[config.mk]
export PLATFORM = sky130hd
export DESIGN_NAME = modmul_prep_1459
export DESIGN_NICKNAME = d
export VERILOG_FILES = /design/src/rtl/barret_1459_pkg.sv /design/src/rtl/modmul_prep_1459_serial_mul_11.sv /design/src/rtl/modmul_prep_1459.sv
export SDC_FILE = /design/constraint.sdc
export NUM_CORES = 1
export LEC_CHECK = 0
export CORE_MARGIN = 5
export CORE_UTILIZATION = 41
export CTS_CLUSTER_DIAMETER = 80
export DETAILED_ROUTE_END_ITERATION = 8
export GPL_TIMING_DRIVEN = 0
export HOLD_SLACK_MARGIN = 0.02
export PLACE_DENSITY_LB_ADDON = 0.05
export SYNTH_ARGS = -nofsm -noshare
export SYNTH_HDL_FRONTEND = slang
export SYNTH_HIERARCHICAL = 1
export SYNTH_SLANG_ARGS = --single-unit
export TNS_END_PERCENT = 10
[constraint.sdc]
create_clock -name clk -period 4.9 [get_ports clk]
set_clock_uncertainty 0.1 [all_clocks]
set_input_delay 0.49 -clock clk [delete_from_list [all_inputs] [get_ports clk]]
set_output_delay 0.49 -clock clk [all_outputs]
set_load 0.01 [all_outputs]
[src/rtl/barret_1459_pkg.sv]
// Shared constants, state encoding and product fold for the mod-1459 multiplier front end.
// The fold maps a 22-bit product into 21 bits without changing its residue mod Q.
package barret_1459_pkg;

   localparam int unsigned Q      = 1459;
   localparam int unsigned W_IN   = 11;
   localparam int unsigned W_OUT  = 21;
   localparam int unsigned W_PROD = 2 * W_IN;
   localparam int unsigned FOLD_K = 2096583;   // 1459*1437, largest multiple of Q below 2^21
   localparam int unsigned CNT_W  = $clog2(W_IN);

   typedef enum logic [1:0] {
      IDLE,
      MUL,
      FOLD,
      HOLD
   } state_t;

   // Worst case 4190209 - FOLD_K = 2093626, so the difference always fits in W_OUT bits.
   function automatic logic [W_OUT-1:0] fold_prod(input logic [W_PROD-1:0] p);
      return p[W_PROD-1] ? W_OUT'(p - W_PROD'(FOLD_K)) : p[W_OUT-1:0];
   endfunction

endpackage

[src/rtl/modmul_prep_1459_serial_mul_11.sv]
// Serial shift-add multiplier, one multiplier bit per cycle.
// Latency: 11 step cycles after start, then a one-cycle done pulse with product stable.
// Backpressure: none; product holds until the next start.
module serial_mul_11
   import barret_1459_pkg::*;
(
   input  logic              clk,
   input  logic              rst_n,
   input  logic              start,
   input  logic [W_IN-1:0]   a,
   input  logic [W_IN-1:0]   b,
   output logic              done,
   output logic [W_PROD-1:0] product
);

   localparam logic [CNT_W-1:0] LAST_STEP = CNT_W'(W_IN - 1);

   logic [W_IN-1:0]   mcand;
   logic [W_IN-1:0]   mplier;
   logic [W_PROD-1:0] acc;
   logic [CNT_W-1:0]  cnt;
   logic              busy;

   always_ff @(posedge clk or negedge rst_n) begin
      if (!rst_n) begin
         mcand  <= '0;
         mplier <= '0;
         acc    <= '0;
         cnt    <= '0;
         busy   <= 1'b0;
         done   <= 1'b0;
      end else begin
         done <= 1'b0;
         if (start) begin
            mcand  <= a;
            mplier <= b;
            acc    <= '0;
            cnt    <= '0;
            busy   <= 1'b1;
         end else if (busy) begin
            // 22-bit accumulator cannot overflow: 2047*2047 < 2^22
            if (mplier[0]) begin
               acc <= acc + ({{(W_PROD-W_IN){1'b0}}, mcand} << cnt);
            end
            mplier <= mplier >> 1;
            if (cnt == LAST_STEP) begin
               busy <= 1'b0;
               done <= 1'b1;
            end else begin
               cnt <= cnt + CNT_W'(1);
            end
         end
      end
   end

   assign product = acc;

endmodule

[src/rtl/modmul_prep_1459.sv]
// Multiplies two 11-bit operands and folds the product to 21 bits, same residue mod 1459.
// Latency: out_valid rises 13 edges after accept (11 steps + done register + fold register).
// Backpressure: one operation in flight; dout/out_valid hold while out_ready is low.
module modmul_prep_1459
   import barret_1459_pkg::*;
(
   input  logic             clk,
   input  logic             rst_n,
   input  logic             in_valid,
   output logic             in_ready,
   input  logic [W_IN-1:0]  a,
   input  logic [W_IN-1:0]  b,
   output logic             out_valid,
   input  logic             out_ready,
   output logic [W_OUT-1:0] dout
);

   state_t            state;
   state_t            state_nxt;
   logic              start;
   logic              mul_done;
   logic [W_PROD-1:0] product;

   serial_mul_11 u_mul (
      .clk     (clk),
      .rst_n   (rst_n),
      .start   (start),
      .a       (a),
      .b       (b),
      .done    (mul_done),
      .product (product)
   );

   always_ff @(posedge clk or negedge rst_n) begin
      if (!rst_n) begin
         state <= IDLE;
         dout  <= '0;
      end else begin
         state <= state_nxt;
         if (state == FOLD) begin
            dout <= fold_prod(product);
         end
      end
   end

   always_comb begin
      state_nxt = state;
      start     = 1'b0;
      case (state)
         IDLE: begin
            if (in_valid) begin
               start     = 1'b1;
               state_nxt = MUL;
            end
         end
         MUL:     if (mul_done) state_nxt = FOLD;
         FOLD:    state_nxt = HOLD;
         HOLD:    if (out_ready) state_nxt = IDLE;
         default: state_nxt = IDLE;
      endcase
   end

   assign in_ready  = (state == IDLE);
   assign out_valid = (state == HOLD);

endmodule

# ---- Yosys cells after proc, flatten, opt, wreduce, memory -nomap -nowiden
# Index checks and enable logic that the tools add are counted.
dict set report classes {
  n_reduce_logical 6
  div_mod_pow 0
  n_mul 0
  n_eq_ne 8
  shift 1
  bitwise 0
  magnitude_cmp 0
  n_addsub 3
  muxes 21
}
# op n
set ops {}
lappend ops {{22-bit two-way mux} 3}
lappend ops {{22-bit adder} 1}
lappend ops {{11-bit two-way mux} 2}
lappend ops {{11-bit by 4-bit << shifter with 22-bit output} 1}
lappend ops {{21-bit two-way mux} 1}
lappend ops {{21-bit subtractor, second input constant} 1}
lappend ops {{4-bit two-way mux} 3}
lappend ops {{1-bit two-way mux} 8}
lappend ops {{2-bit one-hot mux with 4 select lines} 1}
lappend ops {{2-bit two-way mux} 3}
lappend ops {{4-bit by 1-bit adder with 4-bit output, second input constant} 1}
lappend ops {{2-bit == test, second input constant} 2}
lappend ops {{4-bit == test, second input constant} 1}
lappend ops {{2-bit by 1-bit != test with 1-bit output, second input constant} 2}
lappend ops {{2-bit != test, second input constant} 2}
lappend ops {{2-bit AND reduction} 2}
lappend ops {{2-bit nonzero test} 2}
lappend ops {{3-bit AND reduction} 1}
lappend ops {{2-bit by 1-bit == test with 1-bit output, second input constant} 1}
lappend ops {{2-bit logical NOT} 1}
dict set report word_totals {
  mem_bits_rw 0
  mem_count 0
  wordCells 47
  ff_bits 73
  latchBits 0
  in_bits 26
  rom_bits 0
  output_inout_bits 23
}

# ---- Longest topological paths before layout
# Gate-level depths: netlist of the first run.
dict set report logic_depth {
  ltp_word 5
  depth_mapped 18
  mapped_depth_nobuf 15
}

# ---- By module
# The synthesis of the first run kept the hierarchy.
# module seq_area_each_um2 area_per_inst_um2 n_inst cells_per_inst
set by_module_without_submodules {}
lappend by_module_without_submodules {serial_mul_11 1251.2 3741.1 1 437}
lappend by_module_without_submodules {modmul_prep_1459 575.6 1365.1 1 151}

# ---- Least setup slack after synthesis of the first run
# Ideal clock, no wire load.
dict set report synth_path {
  path_type {reg-to-reg}
  from {register u_mul.cnt[0]}
  to {register u_mul.acc[21], in the netlist u_mul/product[21]}
  arrival_time_ps 3354
  path_stages_with_launch 16
  setup_ps 128
  n_path_buf 3
  required_ps 4672
  setup_slack_ps 1319
  synth_period_minus_slack_ps 3581
  cell_sequence {dfrtp_1 buf_6 clkbuf_1 mux2i_1 a21oi_1 mux2i_1 nor2_1 ha_1 buf_6 a2111oi_4 o31ai_1 o22a_1 or3_1 o211a_1 o22ai_2 mux2_1}
}
dict set report synth_between {
  elab_chain_len 5
}
# element line_no
set synth_lines {}
lappend synth_lines {{start, declared} modmul_prep_1459_serial_mul_11.sv:21} ;# logic [CNT_W-1:0] cnt;
lappend synth_lines {{start signal, assigned} modmul_prep_1459_serial_mul_11.sv:50} ;# cnt <= cnt + CNT_W'(1);
lappend synth_lines {{11-bit by 4-bit << shifter with 22-bit output} modmul_prep_1459_serial_mul_11.sv:43} ;# acc <= acc + ({{(W_PROD-W_IN){1'b0}}, mcand} << cnt);
lappend synth_lines {{22-bit adder} modmul_prep_1459_serial_mul_11.sv:43}
lappend synth_lines {{22-bit two-way mux} modmul_prep_1459_serial_mul_11.sv:42} ;# if (mplier[0]) begin
lappend synth_lines {{22-bit two-way mux} modmul_prep_1459_serial_mul_11.sv:40} ;# end else if (busy) begin
lappend synth_lines {{22-bit two-way mux} modmul_prep_1459_serial_mul_11.sv:34} ;# if (start) begin
lappend synth_lines {{end signal, assigned} modmul_prep_1459_serial_mul_11.sv:43}
lappend synth_lines {{end, declared} modmul_prep_1459_serial_mul_11.sv:20} ;# logic [W_PROD-1:0] acc;
# No other way between the ends. The select of a mux whose other input is x is not followed.
# A chain may end at the register's enable or synchronous reset.

# ---- Worst setup path after layout of the first run
dict set report layout_path {
  from {register u_mul.cnt[0]}
  to {register u_mul.acc[18], in the netlist u_mul/product[18]}
}
# The elaborated chain is that of the path after synthesis.

==> metrics, run 1 <==
Routability Congestion 0.879; Post-Synthesis Cells 588; I/O pin cnt 49; top_reg_cell synth dfrtp_1; origin of the worst setup path u_mul/cnt[0]; register-to-register setup slack 0.63 ns; final setup vio count 0; core box area 12100 um^2; Worst Path Max Fanout 10; Layout Area Growth over Synthesis 19.2%; post-synth top area share 35.8%; gr ovfl total 0; status complete, no violations; FMAX 234 MHz; power per cell area 745 nW/um^2; Max Cap Viol 0; Starting Density 42.2%; fin nets 702; Crit Path Class register to register; Clock Path Buffers 2; die span in y 122 um; TritonCTS clock tree done; post-DR vias/cell 5.41; largest net degree at the start of global routing 74; Mean Syn Cell Area 8.68 um^2; clk slew on worst S/H paths 0.06 ns; actual slew at the worst max-slew pin 0.895 ns; pre-CTS setup slack 0.671 ns; worst hold path class input port to asynchronous set/reset pin; final hold violation count 0; Synth cell types 66; CTS buffer count 9; DRC 0; # resized after CTS 0; vias in the first global route 4228; DRT Wirelength 12800 um; initial antenna violation count 0; Worst R2R Start u_mul/cnt[0]; setup ws final 0.630 ns; leading area contributor after synthesis dfrtp_1; Warnings, synthesis 6; setup TNS 0 ns; Area contributors post-synth dfrtp_1 36%, ha_1 6.9%, nand2_1 5.6%; crit share post-route 87.2%; worst vdd ir 0.000304 V; mapped cell area 5110 um^2; DP HPWL 10000 um; sequential-to-total area share from yosys stat 35.8%; ANT nets after route 0; Required @ worst endpoint 5.00 ns; wire per inst 15.6 um; root buffer cell clkbuf_16; Design Power 0.00453 W; CTS sink count 73; Pre-Repair DR Iteration Count 5; RSZ-0062 raised after global routing no; Tmin final 4.27 ns; crit end category register; syn_nets 643; Static Leak 2.62 nW; vias 4434; die area 14800 um^2; Antenna Cells 0; CP Launch Type register; Max-slew headroom 40.3%; Slew Viols, Final 0; DIE WIDTH 122 um; global-route wire length before repair 21100 um; worst-skew pair later-pin latency 0.34 ns; GRT Overall Usage 18.1%; Port Buffer Count 48; Worst Path Arrival 4.37 ns; FF+latch count, synth 73; Starting DRT DRC Count 200; post-CTS setup buffer count 0; number of flops mapped to enable cells by yosys 0; H-tree depth 3; Core Rows 40; share of post-route cells with drive strength above 1 8.28%; cts hold-fix bufs 0; Async S/R FF share, synth 100%
Yosys cell counts, drive strengths merged (2+ instances only):
cell type / n
nand2b: 6
or3: 12
and3: 6
a21oi: 50
o211ai: 5
nor2: 45
xnor2: 19
mux2: 18
nand2: 77
a211oi: 5
or2: 2
nor4: 2
o21a: 7
nor3: 12
and2: 9
xor2: 7
nand3b: 7
o22ai: 5
a21o: 10
mux2i: 20
o31ai: 5
ha: 28
inv: 13
and4: 4
dfrtp: 73
or4: 3
o21ai: 50
nand3: 10
nor2b: 2
clkbuf: 23
a31oi: 12
buf: 11
nand4: 9
nor3b: 2
placed cells by master (no fill, tap or decap), drive strengths merged, types with 2 or more instances in the layout:
| cell | instances |
|---|---|
| a211oi | 5 |
| a21o | 10 |
| a21oi | 50 |
| a31oi | 12 |
| and2 | 9 |
| and3 | 6 |
| and4 | 4 |
| buf | 12 |
| clkbuf | 37 |
| clkdlybuf4s50 | 47 |
| dfrtp | 73 |
| ha | 28 |
| inv | 13 |
| mux2 | 18 |
| mux2i | 20 |
| nand2 | 77 |
| nand2b | 6 |
| nand3 | 10 |
| nand3b | 7 |
| nand4 | 9 |
| nor2 | 45 |
| nor2b | 2 |
| nor3 | 12 |
| nor3b | 2 |
| nor4 | 2 |
| o211ai | 5 |
| o21a | 7 |
| o21ai | 50 |
| o22ai | 5 |
| o31ai | 5 |
| or2 | 2 |
| or3 | 12 |
| or4 | 3 |
| xnor2 | 19 |
| xor2 | 7 |
worst paths after layout:
path	end	cells past startpoint
max in group asynchronous	u_mul/mcand[0]	1
min in group clk	dout[10]	1
hold reg to reg	dout[10]	1
setup reg to reg	u_mul/product[18]	13
hold / removal	dout[2]	1
setup / recovery	u_mul/product[18]	13
through the flow:
stage                     hold WS (ns)  area (um^2)  utilization [%]  std cells
final                            0.173         6090             50.2        820
after global routing             0.263         6090             50.2        820
after CTS                        0.209         6090             50.2        820
after detailed placement         0.404         5790             47.8        804
after global placement           0.397         5800             47.9        804
after floorplan                 0.0944         5110                -        588
layer usage:
layer | part of all wire [%] | vias to the layer above | wire length [um] | GRT usage (%)
li1 | - | 2250 | - | -
met1 | 48 | 2068 | 6200 | 25.1
met2 | 46 | 103 | 5910 | 28.8
met3 | 3.9 | 13 | 505 | 3.02
met4 | 1.5 | 0 | 196 | 6.23
met5 | 0 | - | 0 | 0
worst max-delay path: stages (launching register included):
cell and delay (ns):
dfrtp_1 0.36, buf_6 0.14, clkbuf_1 0.48, mux2_2 0.40
o21ai_0 0.29, mux2i_1 0.16, and2_1 0.21, ha_1 0.36
a21oi_1 0.32, nand2_1 0.09, o31ai_1 0.56, o21ai_0 0.35
mux2i_1 0.22, o22ai_1 0.09
kinds of logic (layout without fill, tap and decap cells):
family | count (synthesis) | in the layout | synth area share, %
AOI/OAI and AO/OA | 163 | 163 | 19.8
xor gates and xnor gates | 26 | 26 | 4.46
adders and majority gates | 29 | 29 | 7.25
buffers and inverters | 48 | 112 | 4.31
DFF | 73 | 73 | 35.8
muxes | 39 | 39 | 8.40
and+or+nand+nor | 210 | 210 | 20.0
layout make-up:
cell class                      instances  area (um^2)
Buffer                                 34          168
Multi-Input combinational cell        467         3060
Clock inverter                          2         37.5
Sequential cell                        73         1830
Inverter                               14         52.6
Clock buffer                           14          254
Fill cell                            1196         6030
Tap cell                              168          210
Timing Repair Buffer                   48          478
sequential cells by signal, indices dropped and copies added (netlist names):
register,flops
dout,21
state,2
u_mul/busy,1
u_mul/cnt,4
u_mul/done,1
u_mul/mcand,11
u_mul/mplier,11
u_mul/product,22
power by group:
group          switching [W]  internal (W)
Combinational        0.00153       0.00121
Clock               0.000252      0.000409
Sequential          0.000252      0.000881
Total                0.00204       0.00250
Note: power is estimated with default switching activity, not from simulation.
==> run 2: changes to the inputs <==
--- a/config.mk
+++ b/config.mk
@@ -5,8 +5,10 @@
 export SDC_FILE = /design/constraint.sdc
 export NUM_CORES = 1
 export LEC_CHECK = 0
+export CELL_PAD_IN_SITES_DETAIL_PLACEMENT = 1
+export CELL_PAD_IN_SITES_GLOBAL_PLACEMENT = 2
 export CORE_MARGIN = 5
-export CORE_UTILIZATION = 41
+export CORE_UTILIZATION = 36
 export CTS_CLUSTER_DIAMETER = 80
 export DETAILED_ROUTE_END_ITERATION = 8
 export GPL_TIMING_DRIVEN = 0
==> metrics, run 2 (synthesis gave the netlist of run 1 again) <==
Layout Area Growth over Synthesis 21.0% (was 19.2%); DRT Wirelength 14900 um (was 12800 um); post-DR vias/cell 5.48 (was 5.41); Starting DRT DRC Count 182 (was 200); I/O pin cnt 49 (unchanged); die span in y 129 um (was 122 um); Max-slew headroom 50.5% (was 40.3%); worst hold path class register to register (was input port to asynchronous set/reset pin); worst-skew pair later-pin latency 0.34 ns (about the same); GRT Overall Usage 18.6% (was 18.1%); Worst Path Max Fanout 10 (unchanged); Static Leak 2.66 nW (was 2.62 nW); Routability Congestion 0.821 (was 0.879); vias in the first global route 4863 (was 4228); actual slew at the worst max-slew pin 0.736 ns (was 0.895 ns); Levels on crit path 14 (was 13); Finished Core Util 44.5% (was 50.2%); final hold violation count 0 (unchanged); filler instances 1638 (was 1196); DIE WIDTH 129 um (was 122 um); Tmin final 4.49 ns (was 4.27 ns); Antenna Cells 0 (unchanged); TritonCTS clock tree done (unchanged); root buffer cell clkbuf_16 (unchanged); RSZ-0062 raised after global routing no (unchanged); most frequent cells in the layout 76 x nand2_1, 73 x dfrtp_1, 50 x o21ai_0 (unchanged); Pre-Repair DR Iteration Count 4 (was 5); Worst Reg-to-Reg Cells 14 (was 13); origin of the worst setup path u_mul/cnt[0] (unchanged); largest net degree at the start of global routing 53 (was 74); cts hold-fix bufs 1 (was 0); initial antenna violation count 0 (unchanged); Slew Viols, Final 0 (unchanged); status complete, no violations (unchanged); FMAX 222 MHz (was 234 MHz); crit end category register (unchanged); CP max-delay cell o31ai_1 (unchanged); global-route wire length before repair 24700 um (was 21100 um); Hold Path Cell Cnt 1; max reg flops 22 (unchanged); CP Launch Type register (unchanged); Cell Area, Placed 5840 um^2 (was 5790 um^2); # resized after CTS 0 (unchanged); Clk network pwr share 15.6% (was 14.6%); CTS buffer count 9 (unchanged); Max Cap Viol 0 (unchanged); Pint 0.00256 W (was 0.00250 W); Clock Path Buffers 2 (unchanged); multi-input logic area 3060 um^2 (unchanged); largest stage delay on the critical path 0.61 ns (was 0.56 ns); pre-CTS setup slack 0.394 ns (was 0.671 ns); setup ws final 0.406 ns (was 0.630 ns); DP HPWL 11500 um (was 10000 um); Port Buffer Count 48 (unchanged); Required @ worst endpoint 4.99 ns (was 5.00 ns); fin nets 704 (was 702); FF+latch area 1830 um^2 (unchanged); Worst Path Arrival 4.59 ns (was 4.37 ns); switching part of the total 45.6% (was 44.9%); final setup vio count 0 (unchanged); CP most frequent cell mux2i_1; Starting Density 36.8% (was 42.2%); core box area 13900 um^2 (was 12100 um^2); post-CTS setup buffer count 0 (unchanged); CP top delay family compound AO/OA/AOI/OAI gates (unchanged); CTS sink count 73 (unchanged); Worst R2R Start u_mul/cnt[0] (unchanged); die area 16700 um^2 (was 14800 um^2); clk slew on worst S/H paths 0.06 ns (about the same); H-tree depth 3 (unchanged); Combinational Power Share 60.0% (was 60.4%); crit share post-route 91.7% (was 87.2%); Crit Path Class register to register (unchanged); gr ovfl total 0 (unchanged); power per cell area 761 nW/um^2 (was 745 nW/um^2); sequential power share 24.4% (was 25.0%); ANT nets after route 0 (unchanged); commonest non-fill, non-tap cell in the layout nand2_1 (unchanged); WP buf/inv 2 (unchanged); Finished Cell Area 6180 um^2 (was 6090 um^2); NetSw 0.00214 W (was 0.00204 W); setup TNS 0 ns (unchanged); DRC 0 (unchanged); share of post-route cells with drive strength above 1 9.02% (was 8.28%); worst vdd ir 0.000278 V (was 0.000304 V); crit-path cells buf_6 -> clkbuf_1 -> mux2i_1 -> nand2_1 -> o21ai_0 -> mux2i_1 -> and2_1 -> ha_1 -> a21oi_1 -> nand2_1 -> o31ai_1 -> o21ai_0 -> mux2i_1 -> o22ai_1 (was buf_6 -> clkbuf_1 -> mux2_2 -> o21ai_0 -> mux2i_1 -> and2_1 -> ha_1 -> a21oi_1 -> nand2_1 -> o31ai_1 -> o21ai_0 -> mux2i_1 -> o22ai_1); vias 4573 (was 4434); Core Rows 43 (was 40); hold path startpoint dout[10]; wire per inst 17.8 um (was 15.6 um)
-- run 2: cell count changes in the layout (fill, tap and decap cells not counted) --
cell	previous run	this run
clkbuf_1	26	22
dlygate4sd3_1	0	1
clkinv_2	0	1
clkinv_4	0	1
buf_16	0	1
inv_6	0	1
bufinv_16	1	2
-- run 2: cell type report --
cell class / instances / area share (%)
Buffer: 34 / 2.71
Sequential cell: 73 / 29.6
Clock inverter: 6 / 1.46
Inverter: 14 / 0.851
Clock buffer: 10 / 3.87
Timing Repair Buffer: 50 / 8.35
Multi-Input combinational cell: 467 / 49.5
Tap cell: 180 / 3.65
-- run 2: power groups by stage --
| stage | sequential (W) | clock [W] | combinational, W |
|---|---|---|---|
| final | 0.00115 | 0.000733 | 0.00282 |
| after global routing | 0.00119 | 0.000784 | 0.00313 |
| after CTS | 0.00115 | 0.000754 | 0.00284 |
| after detailed placement | 0.00116 | 0 | 0.00282 |
| after global placement | 0.00114 | 0 | 0.00276 |
| after floorplan | 0.00111 | 0 | 0.00198 |
-- run 2: through the flow --
| step | instances | power (W) | hold slack [ns] |
|---|---|---|---|
| 3_5_place_dp | 817 | 0.00398 | 0.306 |
| 4_1_cts | 834 | 0.00475 | 0.431 |
| 2_1_floorplan | 588 | 0.00309 | 0.0944 |
| 5_1_grt | 834 | 0.00511 | 0.436 |
| 6_report | 834 | 0.00470 | 0.419 |
| 3_3_place_gp | 816 | 0.00389 | 0.397 |
-- run 2: per-layer routing --
metal  up-vias  routed length, um  track usage (%)
met5         -                  0                0
met4         0                252             5.56
met3        16                441             2.76
met2        67               7400             32.9
met1      2249               6790             23.7
li1       2241                  -                -
-- run 2: worst paths after layout --
check,end,slack [ns]
min in group asynchronous,dout[3],0.48
hold reg to reg,dout[10],0.42
setup / recovery,u_mul/product[18],0.41
setup reg to reg,u_mul/product[18],0.41
hold / removal,dout[10],0.42
max in group asynchronous,u_mul/mcand[10],3.65
==> run 3: changes to the inputs <==
--- a/config.mk
+++ b/config.mk
@@ -13,7 +13,7 @@
 export DETAILED_ROUTE_END_ITERATION = 8
 export GPL_TIMING_DRIVEN = 0
 export HOLD_SLACK_MARGIN = 0.02
-export PLACE_DENSITY_LB_ADDON = 0.05
+export PLACE_DENSITY = 0.82
 export SYNTH_ARGS = -nofsm -noshare
 export SYNTH_HDL_FRONTEND = slang
 export SYNTH_HIERARCHICAL = 1
==> metrics, run 3 (synthesis gave the netlist of run 1 again) <==
status complete, no violations (unchanged); initial antenna violation count 0 (unchanged); Finished Cell Area 6170 um^2 (was 6180 um^2); vias in the first global route 4803 (was 4863); Hold Path Sink dout[10] (unchanged); Starting Density 36.8% (unchanged); Worst Path Max Fanout 10 (unchanged); final setup vio count 0 (unchanged); # resized after CTS 0 (unchanged); actual slew at the worst max-slew pin 0.644 ns (was 0.736 ns); worst vdd ir 0.000374 V (was 0.000278 V); I/O pin cnt 49 (unchanged); switching part of the total 45.4% (was 45.6%); TritonCTS clock tree done (unchanged); ANT nets after route 0 (unchanged); Combinational Power Share 60.3% (was 60.0%); DRC 0 (unchanged); CTS buffer count 9 (unchanged); non-filler cells, final 834 (unchanged); Pint 0.00256 W (about the same); Antenna Cells 0 (unchanged); GRT Overall Usage 18.2% (was 18.6%); largest net degree at the start of global routing 53 (unchanged); commonest non-fill, non-tap cell in the layout nand2_1 (unchanged); global-route wire length before repair 24200 um (was 24700 um); post-DR vias/cell 5.44 (was 5.48); vias 4539 (was 4573); Crit Path Class register to register (unchanged); sequential power share 24.5% (was 24.4%); Tmin final 4.40 ns (was 4.49 ns); Hold Path Cell Cnt 1 (unchanged); Core Rows 43 (unchanged); Worst R2R Start u_mul/cnt[0] (unchanged); FMAX 227 MHz (was 222 MHz); most frequent cells in the layout 76 x nand2_1, 73 x dfrtp_1, 50 x o21ai_0 (unchanged); dpl cells 817 (unchanged); Clock Path Buffers 2 (unchanged); setup TNS 0 ns (unchanged); Routability Congestion 0.892 (was 0.821); Max Cap Viol 0 (unchanged); DP HPWL 11300 um (was 11500 um); DIE WIDTH 129 um (unchanged); hold path startpoint dout[10] (unchanged); NetSw 0.00212 W (was 0.00214 W); Pre-Repair DR Iteration Count 4 (unchanged); core box area 13900 um^2 (unchanged); Cell Area, Placed 5840 um^2 (unchanged); register-to-register setup slack 0.50 ns (was 0.41 ns); Starting DRT DRC Count 87 (was 182); CTS sink count 73 (unchanged); Slew Viols, Final 0 (unchanged); fin nets 704 (unchanged); worst hold path class register to register (unchanged); gr ovfl total 0 (unchanged); die span in y 129 um (unchanged); CP Launch Type register (unchanged); crit end category register (unchanged); share of post-route cells with drive strength above 1 8.72% (was 9.02%); Design Power 0.00468 W (was 0.00470 W); Static Leak 2.65 nW (was 2.66 nW); worst r2r dst u_mul/product[18] (unchanged); worst-skew pair later-pin latency 0.34 ns (about the same); worst hold slack 0.414 ns (was 0.419 ns); clk slew on worst S/H paths 0.06 ns (about the same); Required @ worst endpoint 5.00 ns (was 4.99 ns); crit share post-route 89.9% (was 91.7%); DRT Wirelength 14400 um (was 14900 um); wire per inst 17.3 um (was 17.8 um); max reg flops 22 (unchanged); Clk network pwr share 15.2% (was 15.6%); die area 16700 um^2 (unchanged); Max-slew headroom 57.1% (was 50.5%); post-CTS setup buffer count 0 (unchanged); Worst Path Arrival 4.50 ns (was 4.59 ns); RSZ-0062 raised after global routing no (unchanged); root buffer cell clkbuf_16 (unchanged); final hold violation count 0 (unchanged); Port Buffer Count 48 (unchanged); Layout Area Growth over Synthesis 20.8% (was 21.0%); power per cell area 758 nW/um^2 (was 761 nW/um^2); Worst Reg-to-Reg Cells 14 (unchanged); H-tree depth 3 (unchanged)
==> run 3: cell types whose count changed in the layout (fill, tap and decap cells not counted) <==
cell,before,now
clkbuf_1,22,24
clkinv_2,1,0
inv_6,1,0
==> run 3: how the worst max path moves through the flow <==
| stage | from | to |
|---|---|---|
| floorplan | u_mul/cnt[0] | u_mul/product[21] |
| global placement | u_mul/cnt[0] | u_mul/product[18] |
| detailed placement | u_mul/cnt[0] | u_mul/product[21] |
| CTS | u_mul/cnt[0] | u_mul/product[18] |
| global route | u_mul/cnt[0] | u_mul/product[18] |
| finish | u_mul/cnt[0] | u_mul/product[18] |
==> run 3: cell type report <==
type                    count  area, um^2
plain buffers              34         168
clock buffers              12         246
clock inverters             4        76.3
fillers                  1653        7710
inverters                  14        52.6
multi-input cells         467        3060
flip-flops and latches     73        1830
well taps                 180         225
repair buffers             50         515
==> run 3: per-stage QoR <==
step	setup WS (ns)	utilization, %
6_report	0.496	44.4
5_1_grt	0.224	44.4
4_1_cts	0.484	44.4
3_5_place_dp	0.485	42.0
3_3_place_gp	0.602	41.9
2_1_floorplan	1.32	-
==> run 3: repair_timing <==
action                     in CTS  in global routing
setup endpoints to repair       0                  0
hold buffers                    1                  0
hold endpoints to repair       21                  0
==> run 3: power by group through the flow <==
stage | logic (W) | clock network (W) | registers (W)
2_1_floorplan | 0.00198 | 0 | 0.00111
3_3_place_gp | 0.00274 | 0 | 0.00114
3_5_place_dp | 0.00282 | 0 | 0.00116
4_1_cts | 0.00284 | 0.000737 | 0.00115
5_1_grt | 0.00313 | 0.000756 | 0.00119
6_report | 0.00282 | 0.000712 | 0.00115
==> run 3: worst max-delay path, cell delays in order, from the launching register on <==
cell,delay [ns]
dfrtp_1,0.37
buf_6,0.14
clkbuf_1,0.49
mux2i_1,0.44
nand2_1,0.09
o21ai_0,0.20
mux2i_1,0.22
and2_1,0.22
ha_1,0.37
a21oi_1,0.32
nand2_1,0.09
o31ai_1,0.53
o21ai_0,0.35
mux2i_1,0.22
o22ai_1,0.10
==> run 3: per-layer routing <==
layer  vias to the layer above  wire length (um)  GRT usage [%]
li1                       2235                 -              -
met1                      2217              6480           22.7
met2                        69              7130           31.7
met3                        18               458           3.13
met4                         0               318           6.55
met5                         -                 0              0
